===== src/rtl/block_pkg.sv =====
// Shared definitions for the edge-counter block.
// Contents:
//   BLOCK_WIDTH_DEF  default width of the edge count
//   BLOCK_SYNC_DEF   default synchroniser depth
//   count_t          edge-count type at the default width
//   prime_bits()     width of a counter that must reach stages+1
`timescale 1ns / 1ps
package block_pkg;

  localparam int unsigned BLOCK_WIDTH_DEF = 4;
  localparam int unsigned BLOCK_SYNC_DEF  = 2;

  typedef logic [BLOCK_WIDTH_DEF-1:0] count_t;

  // Bits needed to hold the values 0 .. stages+1.
  function automatic int unsigned prime_bits(int unsigned stages);
    return $clog2(stages + 2);
  endfunction

endpackage


===== src/rtl/block_if.sv =====
// Signal bundle between the edge counter and its environment.
// Signals:
//   in_a  asynchronous level input being monitored
//   res   registered edge count, modulo 2**WIDTH
// Modports:
//   master  environment side (drives in_a, observes res)
//   slave   counter side (observes in_a, drives res)
`timescale 1ns / 1ps
interface block_if
  import block_pkg::*;
#(
  parameter int unsigned WIDTH = BLOCK_WIDTH_DEF
);

  logic             in_a;
  logic [WIDTH-1:0] res;

  modport master (output in_a, input res);
  modport slave (input in_a, output res);

endinterface


===== src/rtl/block_sync.sv =====
// Multi-flop synchroniser for a single asynchronous bit.
// Ports:
//   clock    sampling clock
//   reset_n  asynchronous active-low reset, clears every stage
//   d        asynchronous input bit
//   q        synchronised output (last stage)
`timescale 1ns / 1ps
module block_sync
  import block_pkg::*;
#(
  parameter int unsigned STAGES = BLOCK_SYNC_DEF
) (
  input  logic clock,
  input  logic reset_n,
  input  logic d,
  output logic q
);

  logic [STAGES-1:0] stage_q;

  always_ff @(posedge clock or negedge reset_n) begin
    if (!reset_n) begin
      stage_q <= '0;
    end else begin
      stage_q <= {stage_q[STAGES-2:0], d};
    end
  end

  assign q = stage_q[STAGES-1];

endmodule


===== src/rtl/block_core.sv =====
// Edge counter / activity monitor for slow asynchronous strobes.
// Synchronises bus.in_a, detects rising edges once primed after reset, and
// keeps a wrap-around count on bus.res.
// Ports:
//   clock    single clock, all state updates on its rising edge
//   reset_n  asynchronous active-low reset
//   bus      block_if.slave: in_a (async level in), res (count out)
// Build option:
//   BLOCK_BOTH_EDGES_EN  when defined, falling edges are counted as well
`timescale 1ns / 1ps
module block_core
  import block_pkg::*;
#(
  parameter int unsigned WIDTH       = BLOCK_WIDTH_DEF,
  parameter int unsigned SYNC_STAGES = BLOCK_SYNC_DEF
) (
  input logic   clock,
  input logic   reset_n,
  block_if.slave bus
);

  localparam int unsigned      PrimeW    = prime_bits(SYNC_STAGES);
  localparam logic [PrimeW-1:0] PrimeDone = PrimeW'(SYNC_STAGES + 1);

  logic             sync_q;
  logic             prev_q;
  logic [PrimeW-1:0] prime_q, prime_d;
  logic             primed;
  logic             rise;
  logic             cnt_en;
  logic [WIDTH-1:0] res_q, res_d;

  block_sync #(
    .STAGES(SYNC_STAGES)
  ) u_sync (
    .clock  (clock),
    .reset_n(reset_n),
    .d      (bus.in_a),
    .q      (sync_q)
  );

  // Edges are ignored until the synchroniser and prev_q hold post-reset
  // samples, so a level already high at reset release is never counted.
  assign primed = (prime_q == PrimeDone);
  assign rise   = primed & sync_q & ~prev_q;

`ifdef BLOCK_BOTH_EDGES_EN
  logic fall;
  assign fall   = primed & ~sync_q & prev_q;
  assign cnt_en = rise | fall;
`else
  assign cnt_en = rise;
`endif

  always_comb begin
    prime_d = prime_q;
    res_d   = res_q;
    if (!primed) begin
      prime_d = prime_q + PrimeW'(1);
    end
    if (cnt_en) begin
      res_d = res_q + WIDTH'(1);
    end
  end

  always_ff @(posedge clock or negedge reset_n) begin
    if (!reset_n) begin
      prev_q  <= 1'b0;
      prime_q <= '0;
      res_q   <= '0;
    end else begin
      prev_q  <= sync_q;
      prime_q <= prime_d;
      res_q   <= res_d;
    end
  end

  assign bus.res = res_q;

endmodule


===== src/flat_wrapper.sv =====
// flat-port wrapper written by rule: the top's interface ports become plain ports
module block_core_flat import block_pkg::*;
#(
  parameter int unsigned WIDTH       = BLOCK_WIDTH_DEF,
  parameter int unsigned SYNC_STAGES = BLOCK_SYNC_DEF
)
  (clock, reset_n, bus_in_a, bus_res);
  block_if #(.WIDTH(WIDTH)) bus_i ();
  input logic clock;
  input logic reset_n;
  input wire logic [$bits(bus_i.in_a)-1:0] bus_in_a;
  output wire logic [$bits(bus_i.res)-1:0] bus_res;
  assign bus_i.in_a = bus_in_a;
  assign bus_res = bus_i.res;
  block_core #(.WIDTH(WIDTH), .SYNC_STAGES(SYNC_STAGES)) u_core (.clock(clock), .reset_n(reset_n), .bus(bus_i));
endmodule

===== config.mk =====
export PLATFORM = sky130hd
export DESIGN_NAME = block_core_flat
export DESIGN_NICKNAME = d
export VERILOG_FILES = /design/src/rtl/block_pkg.sv /design/src/rtl/block_if.sv /design/src/rtl/block_sync.sv /design/src/rtl/block_core.sv /design/src/flat_wrapper.sv
export SDC_FILE = /design/constraint.sdc
export NUM_CORES = 1
export LEC_CHECK = 0
export ABC_AREA = 1
export CAP_MARGIN = 20
export CORE_MARGIN = 2
export CORE_UTILIZATION = 25
export CTS_BUF_LIST = sky130_fd_sc_hd__clkbuf_8
export DETAILED_ROUTE_END_ITERATION = 16
export DONT_BUFFER_PORTS = 1
export PLACE_DENSITY = 0.48
export SYNTH_ARGS = -nofsm -noshare
export SYNTH_HDL_FRONTEND = slang
export SYNTH_SLANG_ARGS = --single-unit

===== constraint.sdc =====
create_clock -name clock -period 2.9 [get_ports clock]
set_input_delay 0.145 -clock clock [delete_from_list [all_inputs] [get_ports clock]]
set_output_delay 0.145 -clock clock [all_outputs]
set_load 0.02 [all_outputs]

==> flow_summary.json <==
{
  "grt_pass1_wl_um": 931,
  "track_usage_pct": 7.41,
  "cp.required_ps": 3010,
  "clk_latency_ps": 230,
  "fin_crit_ps": 1120,
  "synth_top_area_cell": "dfrtp_1",
  "fin_area_um2": 447,
  "dpl.hpwl_um": 402,
  "netlist_top_cells_area": "dfrtp_1, nand2_1, ha_1",
  "grt_max_degree": 10,
  "io_pins": 7,
  "start_util_pct": 27.2,
  "cts_buffers": 3,
  "rows": 13,
  "final_antenna_net_count": 0,
  "gp_congestion": 0.710,
  "cts_sinks": 9,
  "synth_top_cell_area_share_pct": 62.1,
  "synth.net_count": 36,
  "routedWlPerCell_um": 10.4,
  "h-tree-depth": 1,
  "finalMaxSlewViolations": 0,
  "portBuffers": 0,
  "regArea_um2": 225,
  "die_y_um": 42.1,
  "dieArea_um2": 1770,
  "antenna_cells": 0,
  "synthCells": 31,
  "coreArea_um2": 1330,
  "cts_root_buf": "clkbuf_8",
  "fin_crit_sh_pct": 38.6,
  "critPathKind": "register to register",
  "clk_path_buf_depth": 2,
  "ys_types": 13,
  "slew_headroom_pct": 74.3,
  "grt_pass1_vias": 230,
  "synth_xor_area_share_pct": 7.24,
  "rsz0062_at_grt": "no",
  "placed_cell_area_um2": 382,
  "nets": 43,
  "drcViolationCount": 0,
  "cts_setup_buffers": 0,
  "startpoint": "u_core.bus.res[0]",
  "antenna_found_initial": 0,
  "syn_avg_cell_area_um2": 11.7,
  "routed_wl_um": 539,
  "synth_compound_area_share_pct": 1.38,
  "synth-seq-cells": 9,
  "synth_top_family_by_area": "simple AND/OR/NAND/NOR gates",
  "leakagePower_nw": 0.204,
  "cp-start-kind": "register",
  "avgViaCountPerCell": 4.56,
  "seq_area_frac_synth_pct": 62.1,
  "grt_overflow_total": 0,
  "fin_setup_tns_ps": 0,
  "synth-simple-area-share_pct": 17.2,
  "status": "finished clean",
  "timing.fmax_mhz": 892,
  "multi_input_area_um2": 130,
  "yosys.area_share.adder_pct": 6.90,
  "syn_to_final_growth_pct": 23.1,
  "fin_skew_ps": 1.30,
  "drive_gt1_share_pct": 18.9,
  "setup_violations": 0,
  "ys_warn_count": 0,
  "tritoncts": "built",
  "layout_common_cells": "nand2_1, dfrtp_1, clkbuf_8",
  "crit_path_end_kind": "register",
  "maxCapViolations": 0,
  "arrival_ps": 1230,
  "powerDensity_nw_per_um2": 926,
  "finalHoldViolCount": 0,
  "fill_cells": 135,
  "rr_startpoint": "u_core.bus.res[0]",
  "drtIter0Drc": 3,
  "clk_pin_slew_ps": 40,
  "synth_area_um2": 363,
  "ir_drop_mv": 0.291,
  "firstDrtPassIters": 2,
  "synth.area.mux_share_pct": 3.10,
  "path_max_fanout": 5,
  "hold_class": "input pin to async pin",
  "die_x_um": 42.1,
  "vias": 237,
  "worstMarginPinSlew_ps": 384
}
==> cells by family (layout without fill, tap and decap cells) <==
kind of cell / count (synthesis) / after routing
AND/OR/NAND/NOR: 13 / 13
flip-flops: 9 / 9
XOR/XNOR: 3 / 3
adder cells (fa/ha/maj): 2 / 2
buffers and inverters: 2 / 8
AO/OA/AOI/OAI: 1 / 1
multiplexers: 1 / 1
==> per-stage QoR <==
stage / util [%] / cells / power [W] / setup slack [ps] / hold slack (ps)
4_1_cts: 33.5 / 52 / 0.000426 / 1760 / 284
6_report: 33.5 / 52 / 0.000414 / 1780 / 275
3_3_place_gp: 28.6 / 46 / 0.000269 / 1820 / -150
5_1_grt: 33.5 / 52 / 0.000446 / 1690 / 302
3_5_place_dp: 28.6 / 46 / 0.000278 / 1770 / -150
2_1_floorplan: - / 31 / 0.000259 / 1860 / -151
==> report_power, final <==
part	total, W	leakage (nW)	switching (W)	internal (W)
registers	0.000218	0.102	0.0000666	0.000151
logic	0.0000596	0.0749	0.0000293	0.0000303
clock network	0.000136	0.0269	0.0000444	0.0000917
==> cell usage after synthesis (all sizes together) <==
library cell  number
ha                 2
o21ai              1
nand4              1
dfrtp              9
mux2               1
nor2               1
nand3              1
inv                2
xnor2              2
nand2             10
xor2               1
==> path summary, 6_finish.rpt <==
kind                                                  to  slack (ps)  cells after the start
worst max-delay path                   u_core.bus.res[2]        1780                      3
worst min-delay path                   u_core.prime_q[1]         280                      1
worst max register to register         u_core.bus.res[2]        1780                      3
worst min register to register  u_core.u_sync.stage_q[1]         350                      0
max in group asynchronous              u_core.bus.res[0]        2350                      1
min in group clock              u_core.u_sync.stage_q[1]         350                      0
==> routing by layer <==
layer	wire length (um)	up-vias	track usage [%]
met4	6	0	7.50
met1	212	118	6.35
met3	50	2	3.88
met2	269	7	11.9
li1	-	110	-
met5	0	-	0
==> registers in the layout, indices dropped and copies added, names as in the netlist <==
register,count
u_core.prev_q,1
u_core.u_sync.stage_q,2
u_core.prime_q,2
u_core.bus.res,4
==> final cells by class <==
class                           instances  area share, %
Clock buffer                            3           9.24
Clock inverter                          1          0.840
Inverter                                2           1.68
Multi-Input combinational cell         20           29.1
Sequential cell                         9           50.4
Tap cell                               15           4.20
Timing Repair Buffer                    2           4.48
==> critical path: stages, from the launching register on <==
cell	delay, ps
dfrtp_1	490
ha_1	270
xnor2_1	160
o21ai_1	80
==> what timing repair did <==
| action | 4_1_cts | 5_1_grt |
|---|---|---|
| hold buffers | 2 | 0 |
| setup endpoints to repair | 0 | 0 |
| hold endpoints to repair | 10 | 0 |
| resized for setup | 0 | 0 |
(Power assumes the default switching activity.)
